$ cat src/rtl/ava_vram_arbiter.sv
// ava_vram_arbiter: shares one VRAM BRAM port between display scan-out and the CPU bridge
//   clk_i, rst_ni              clock, async active-low reset
//   vblank_i                   CPU gets priority while high
//   disp_req_i/addr_i          display read request; disp_gnt_o, disp_rvalid_o, disp_rdata_o
//   cpu_req_i/addr/wdata/we    CPU request (we==0 is a read); cpu_gnt_o, cpu_rvalid_o, cpu_rdata_o
//   vram_*                     BRAM port, read data one cycle after enable
//   cpu_starved_o              CPU slot forced by the starvation limiter this cycle
module ava_vram_arbiter #(
    parameter int VRAM_ADDR_WIDTH = 15,
    parameter int MAX_DISP_RUN    = 4
) (
    input  logic                       clk_i,
    input  logic                       rst_ni,
    input  logic                       vblank_i,
    input  logic                       disp_req_i,
    input  logic [VRAM_ADDR_WIDTH-1:0] disp_addr_i,
    output logic                       disp_gnt_o,
    output logic                       disp_rvalid_o,
    output logic [31:0]                disp_rdata_o,
    input  logic                       cpu_req_i,
    input  logic [VRAM_ADDR_WIDTH-1:0] cpu_addr_i,
    input  logic [31:0]                cpu_wdata_i,
    input  logic [3:0]                 cpu_we_i,
    output logic                       cpu_gnt_o,
    output logic                       cpu_rvalid_o,
    output logic [31:0]                cpu_rdata_o,
    output logic [VRAM_ADDR_WIDTH-1:0] vram_a_o,
    output logic [31:0]                vram_di_o,
    output logic                       vram_en_o,
    output logic [3:0]                 vram_we_o,
    input  logic [31:0]                vram_do_i,
    output logic                       cpu_starved_o
);
    typedef enum logic [1:0] {NONE, DISP, CPU} owner_e;
    owner_e     owner_q, owner_d;
    logic [3:0] starve_cnt, starve_d;
    logic       disp_req, cpu_req, force_cpu, cpu_win, disp_win;
    // Requests are masked while reset is held so every output stays 0.
    assign disp_req  = disp_req_i & rst_ni;
    assign cpu_req   = cpu_req_i & rst_ni;
    assign force_cpu = starve_cnt >= 4'(MAX_DISP_RUN);
    always_comb begin
        cpu_win  = cpu_req & (~disp_req | vblank_i | force_cpu);
        disp_win = disp_req & ~cpu_win;
        owner_d  = cpu_win ? CPU : (disp_win ? DISP : NONE);
        // Count only display wins that made the CPU wait; saturate at 15.
        starve_d = (disp_win & cpu_req) ? ((starve_cnt == 4'hf) ? starve_cnt : starve_cnt + 4'd1) : 4'd0;
    end
    always_ff @(posedge clk_i or negedge rst_ni) begin
        if (!rst_ni) begin
            owner_q    <= NONE;
            starve_cnt <= 4'd0;
        end else begin
            owner_q    <= owner_d;
            starve_cnt <= starve_d;
        end
    end
    assign disp_gnt_o    = disp_win;
    assign cpu_gnt_o     = cpu_win;
    assign vram_en_o     = cpu_win | disp_win;
    assign vram_a_o      = cpu_win ? cpu_addr_i : (disp_win ? disp_addr_i : '0);
    assign vram_we_o     = cpu_win ? cpu_we_i : 4'd0;
    assign vram_di_o     = cpu_win ? cpu_wdata_i : 32'd0;
    assign cpu_starved_o = force_cpu & cpu_req & disp_req;
    assign disp_rvalid_o = owner_q == DISP;
    assign cpu_rvalid_o  = owner_q == CPU;
    assign disp_rdata_o  = disp_rvalid_o ? vram_do_i : 32'd0;
    assign cpu_rdata_o   = cpu_rvalid_o ? vram_do_i : 32'd0;
endmodule

$ cat config.mk
export PLATFORM = sky130hd
export DESIGN_NAME = ava_vram_arbiter
export DESIGN_NICKNAME = d
export VERILOG_FILES = /design/src/rtl/ava_vram_arbiter.sv
export SDC_FILE = /design/constraint.sdc
export NUM_CORES = 1
export LEC_CHECK = 0
export ABC_AREA = 1
export CORE_AREA = 2 2 88 90
export CTS_BUF_LIST = sky130_fd_sc_hd__clkbuf_4
export DETAILED_ROUTE_END_ITERATION = 6
export DIE_AREA = 0 0 90 92
export GPL_TIMING_DRIVEN = 0
export PLACE_DENSITY = 0.75
export SYNTH_ARGS = -nofsm -noshare
export SYNTH_HDL_FRONTEND = slang
export SYNTH_SLANG_ARGS = --single-unit
$ cat constraint.sdc
create_clock -name clk_i -period 1.7 [get_ports clk_i]
set_input_delay 0.34 -clock clk_i [delete_from_list [all_inputs] [get_ports clk_i]]
set_output_delay 0.34 -clock clk_i [all_outputs]
set_load 0.03 [all_outputs]
# Word-level counts from Yosys, hierarchy flattened
# Index checks and enable logic that the tools add are counted.
# classes
n_addsub,1
multipliers,0
div,0
magnitude_cmp,1
n_eq_ne,4
shifts,0
n_mux,10
n_bitwise,12
reduce_logical,0
# op_table
op,n
$mux 32,3
$mux 15,2
$mux 4,3
$and 1x1->1,7
$add 4x1->4 const B,1
$eq 4x4->1 const B,1
$ge 4x3->1 const B,1
$or 1x1->1,3
$eq 2x1->1 const B,1
$eq 2x2->1 const B,1
$mux 2,1
$ne 2x2->1 const B,1
$not 1->1,2
$mux 1,1
# word_totals
reg_bits,6
latchBits,0
mem_bits_rw,0
rom_bits,0
in_bits,103
out_inout_bits,121
elab_cells,30
n_memories,0

# Logic depth before layout (Yosys ltp)
# logic_depth
depth_word,9
depth_mapped,7
depth_no_buf,5

# Worst setup path after synthesis
# No wires, ideal clock.
# synth_path
path_kind,reg-to-output
start,register owner_q[0]
end,output cpu_rdata_o[10]
arrival_ns,1.638
t_required_ns,1.360
setup_slack_ns,-0.278
path_stages_with_launch,5
n_path_buf,1
cell_sequence,dfrtp_1 -> nor2_1 -> inv_1 -> clkbuf_1 -> nor2_1
# synth_via
elab_chain_len,2
# synth_lines
item,line,text
from (decl),35,"owner_e owner_q, owner_d;"
from (signal assigned),54,owner_q <= owner_d;
$eq 2x2->1,66,assign cpu_rvalid_o = owner_q == CPU;
net cpu_rvalid_o,25,"output logic cpu_rvalid_o,"
$mux 32,68,assign cpu_rdata_o = cpu_rvalid_o ? vram_do_i : 32'd0;
to (decl),26,"output logic [31:0] cpu_rdata_o,"
# The timed path passes the listed nets, and every way through them passes these cells.

# Final worst setup path
# layout_path
start,register starve_cnt[3]
end,output vram_a_o[12]
# layout_via
elab_chain_len,7
# layout_lines
item,line,text
from (decl),36,"logic [3:0] starve_cnt, starve_d;"
from (signal assigned),55,starve_cnt <= starve_d;
$ge 4x3->1 *,41,assign force_cpu = starve_cnt >= 4'(MAX_DISP_RUN);
$or 1x1->1 *,43,cpu_win = cpu_req & (~disp_req | vblank_i | force_cpu);
$and 1x1->1 *,43,
$not 1->1,44,disp_win = disp_req & ~cpu_win;
$and 1x1->1,44,
$mux 15,61,assign vram_a_o = cpu_win ? cpu_addr_i : (disp_win ? disp_addr_i : '0);
$mux 15 *,61,
to (decl),27,"output logic [VRAM_ADDR_WIDTH-1:0] vram_a_o,"
# Mark *: on every way between the ends. The rest lies on a longest branch, timed or not.

==> results.ini <==
[run_status]
outcome=finished, violations left
violations=negative setup slack

[synth]
synth_area_per_cell_um2=4.76
yosysMostFrequentCell=nor2_1
yosys-top-cells-area=nor2_1 31%, inv_1 22%, dfrtp_1 12%, nand2_1 10%, nand3_1 6.4%
synth_top_area_frac=0.310
yosys-top-cells-count=103 x nor2_1, 74 x inv_1, 34 x nand2_1
async_reset_ff_frac=1.00
syn_area_mm2=0.00125
synthCells=262
ys.flop_type=dfrtp_1
syn-num-nets=366
synth_warnings=0
yosysTopAreaCell=nor2_1
ys_ff_latch=6
yosysSeqAreaShare=0.120
synth_edf_count=0
synth_cell_types=19

[route]
vias_per_cell=4.02
wl_um=7680
remaining_drc_errors=0
drtAntennaViolNets=0
wl_per_cell_um=12.5
vias=2479
firstDrtPassIters=4
drtIter0Drc=38

[flow_run]
max-cap-violations=0

[clocking]
htree_levels=1
clkSinkCount=6
cts_buffers=3
cts_root_buf=clkbuf_4
cts_max_path_buffers=2
clk_latency_ps=240
tritoncts=done
clk_pin_slew_ps=50

[timing]
hold_viol_final=0
post-route-period-util=1.15
timing.setup.tns_ps=-8520
maxSlewViolCount=0
skew_ps=6.20
fin_crit_ps=1960
rsz0062_at_grt=yes
setup_violations=54
maxClockFrequency_ghz=0.511
finalWorstSetupSlack_ps=-257

[power_and_ir_drop]
ir_drop_mv=0.289
leakage_uw=0.00224
powerDensity_mw_per_mm2=336
power_uw=1390

[critical_path]
worstPathMaxFanout=7
cp_slowest_stage_delay_ps=420
worstSetupEndpoint=vram_a_o[12]
r2r_setup_slack_ps=320
required_ps=1360
cp-end-kind=output pin
cp-start-kind=flip-flop
critPathArrivalTime_ps=1620
crit_chain=nor2_4 > nand2_2 > a21oi_4 > buf_6 > nand2_4 > nand2_2 > buf_6
r2r-end=owner_q[1]
rr_startpoint=starve_cnt[3]
slowest_stage=dfrtp_1
r2r_cells=7
cp-startpoint=starve_cnt[3]
crit_type=flip-flop to output pin

[finish]
antennaDiodeCount=0
syn_to_final_growth_pct=232
multi_input_area_mm2=0.00103
fin_nets=620
fillers=714
final_layout_size_suffix_gt1_frac=0.477
seq_area_um2=153

[floorplan]
num_rows=32
pin_count=224
coreArea_mm2=0.00745
start_util=0.167
die_h_um=92
die_x_um=90
die-area_mm2=0.00828

[global_route]
antenna_found_initial=0
grt_pass1_wl_um=11100
grt_usage=0.159
grt_pass1_vias=2417
grt_max_degree=11
grt-ovfl-total=0

[hold_path]
hp-class=primary input to asynchronous set/reset pin

[placed_design]
io_buffers=223
hpwlAfterDp_um=5760
gp_congestion=0.755

[kinds of logic after synthesis]
group / synth area share
DFF: 0.120
other: 0.00301
buffers and inverters: 0.302
AOI/OAI and AO/OA: 0.0211
xor gates and xnor gates: 0.0141
adders and majority gates: 0.0100
and+or+nand+nor: 0.529
[cell usage in the layout, fill, tap and decap left out]
master,instances
buf_12,7
nand2_1,11
inv_4,2
a21oi_4,1
clkdlybuf4s50_1,98
dlygate4sd2_1,4
nand3_4,1
nand3_1,16
clkdlybuf4s15_2,1
inv_2,3
clkbuf_2,3
nor2_4,24
nand2_2,22
clkbuf_4,6
buf_4,46
nor2_2,24
nand4_1,2
buf_8,3
buf_6,67
buf_2,28
inv_6,1
xnor2_1,2
a21oi_1,2
nor2_1,56
nand2_4,4
inv_1,69
dlygate4sd3_1,1
nor3_1,1
dfrtp_1,4
conb_1,1
dfrtp_2,2
clkdlybuf4s15_1,1
ha_1,1
[registers in the layout, indices dropped and copies added, names as in the netlist]
name / count
starve_cnt: 4
owner_q: 2
[layer usage]
layer,GRT usage,vias up,share of wire
met1,0.157,1114,0.34
met3,0.0526,8,0.090
met2,0.320,125,0.56
met4,0.0333,0,0.0099
met5,0,-,0
li1,-,1232,-
[worst min path at each step]
stage,start,end,slack [ps],cells after the start
6_report,rst_ni,starve_cnt[0],540,2
5_1_grt,rst_ni,owner_q[0],550,4
4_1_cts,rst_ni,owner_q[0],460,3
3_3_place_gp,starve_cnt[0],starve_cnt[0],540,2
2_1_floorplan,rst_ni,owner_q[0],40,0
3_5_place_dp,starve_cnt[0],starve_cnt[0],550,2
[cell type report]
class,count,share of cell area
inverter,75,0.0705
sequential,6,0.0369
timing repair buffer,250,0.568
clock buffer,3,0.00545
multi-input combinational,168,0.249
tap,102,0.0309
buffer,12,0.0393
[critical path, delay by kind of cell (launching register included)]
family,cells,cell delay (ps)
flops,1,420
compound gates,1,260
buf+inv,2,320
simple gates,4,380
[per-stage QoR]
step	hold WS [ps]	cell area (µm²)	util	worst slack (ps)	instances
after floorplan	44.4	1250	-	-104	262
after global placement	536	3610	0.485	-1140	587
after detailed placement	551	3610	0.485	-1190	587
after CTS	461	3770	0.507	-295	608
after global routing	551	4130	0.555	-361	616
final	541	4130	0.555	-257	616
[power by group]
| part | internal, µW | switching, µW | total (µW) |
|---|---|---|---|
| combinational | 537 | 570 | 1110 |
| clock | 79.6 | 48.1 | 128 |
| sequential | 148 | 4.56 | 152 |
| total | 765 | 623 | 1390 |
[timing repair]
item / in CTS / in global routing
setup buffers: 13 / 10
pin swaps: 5 / 11
endpoints found under the hold margin: 6 / 0
resized for setup: 792 / 113
gates cloned: 4 / 1
hold buffers: 1 / 0
endpoints found under the setup margin: 122 / 118
No activity file was read; power rests on OpenSTA's default activity.
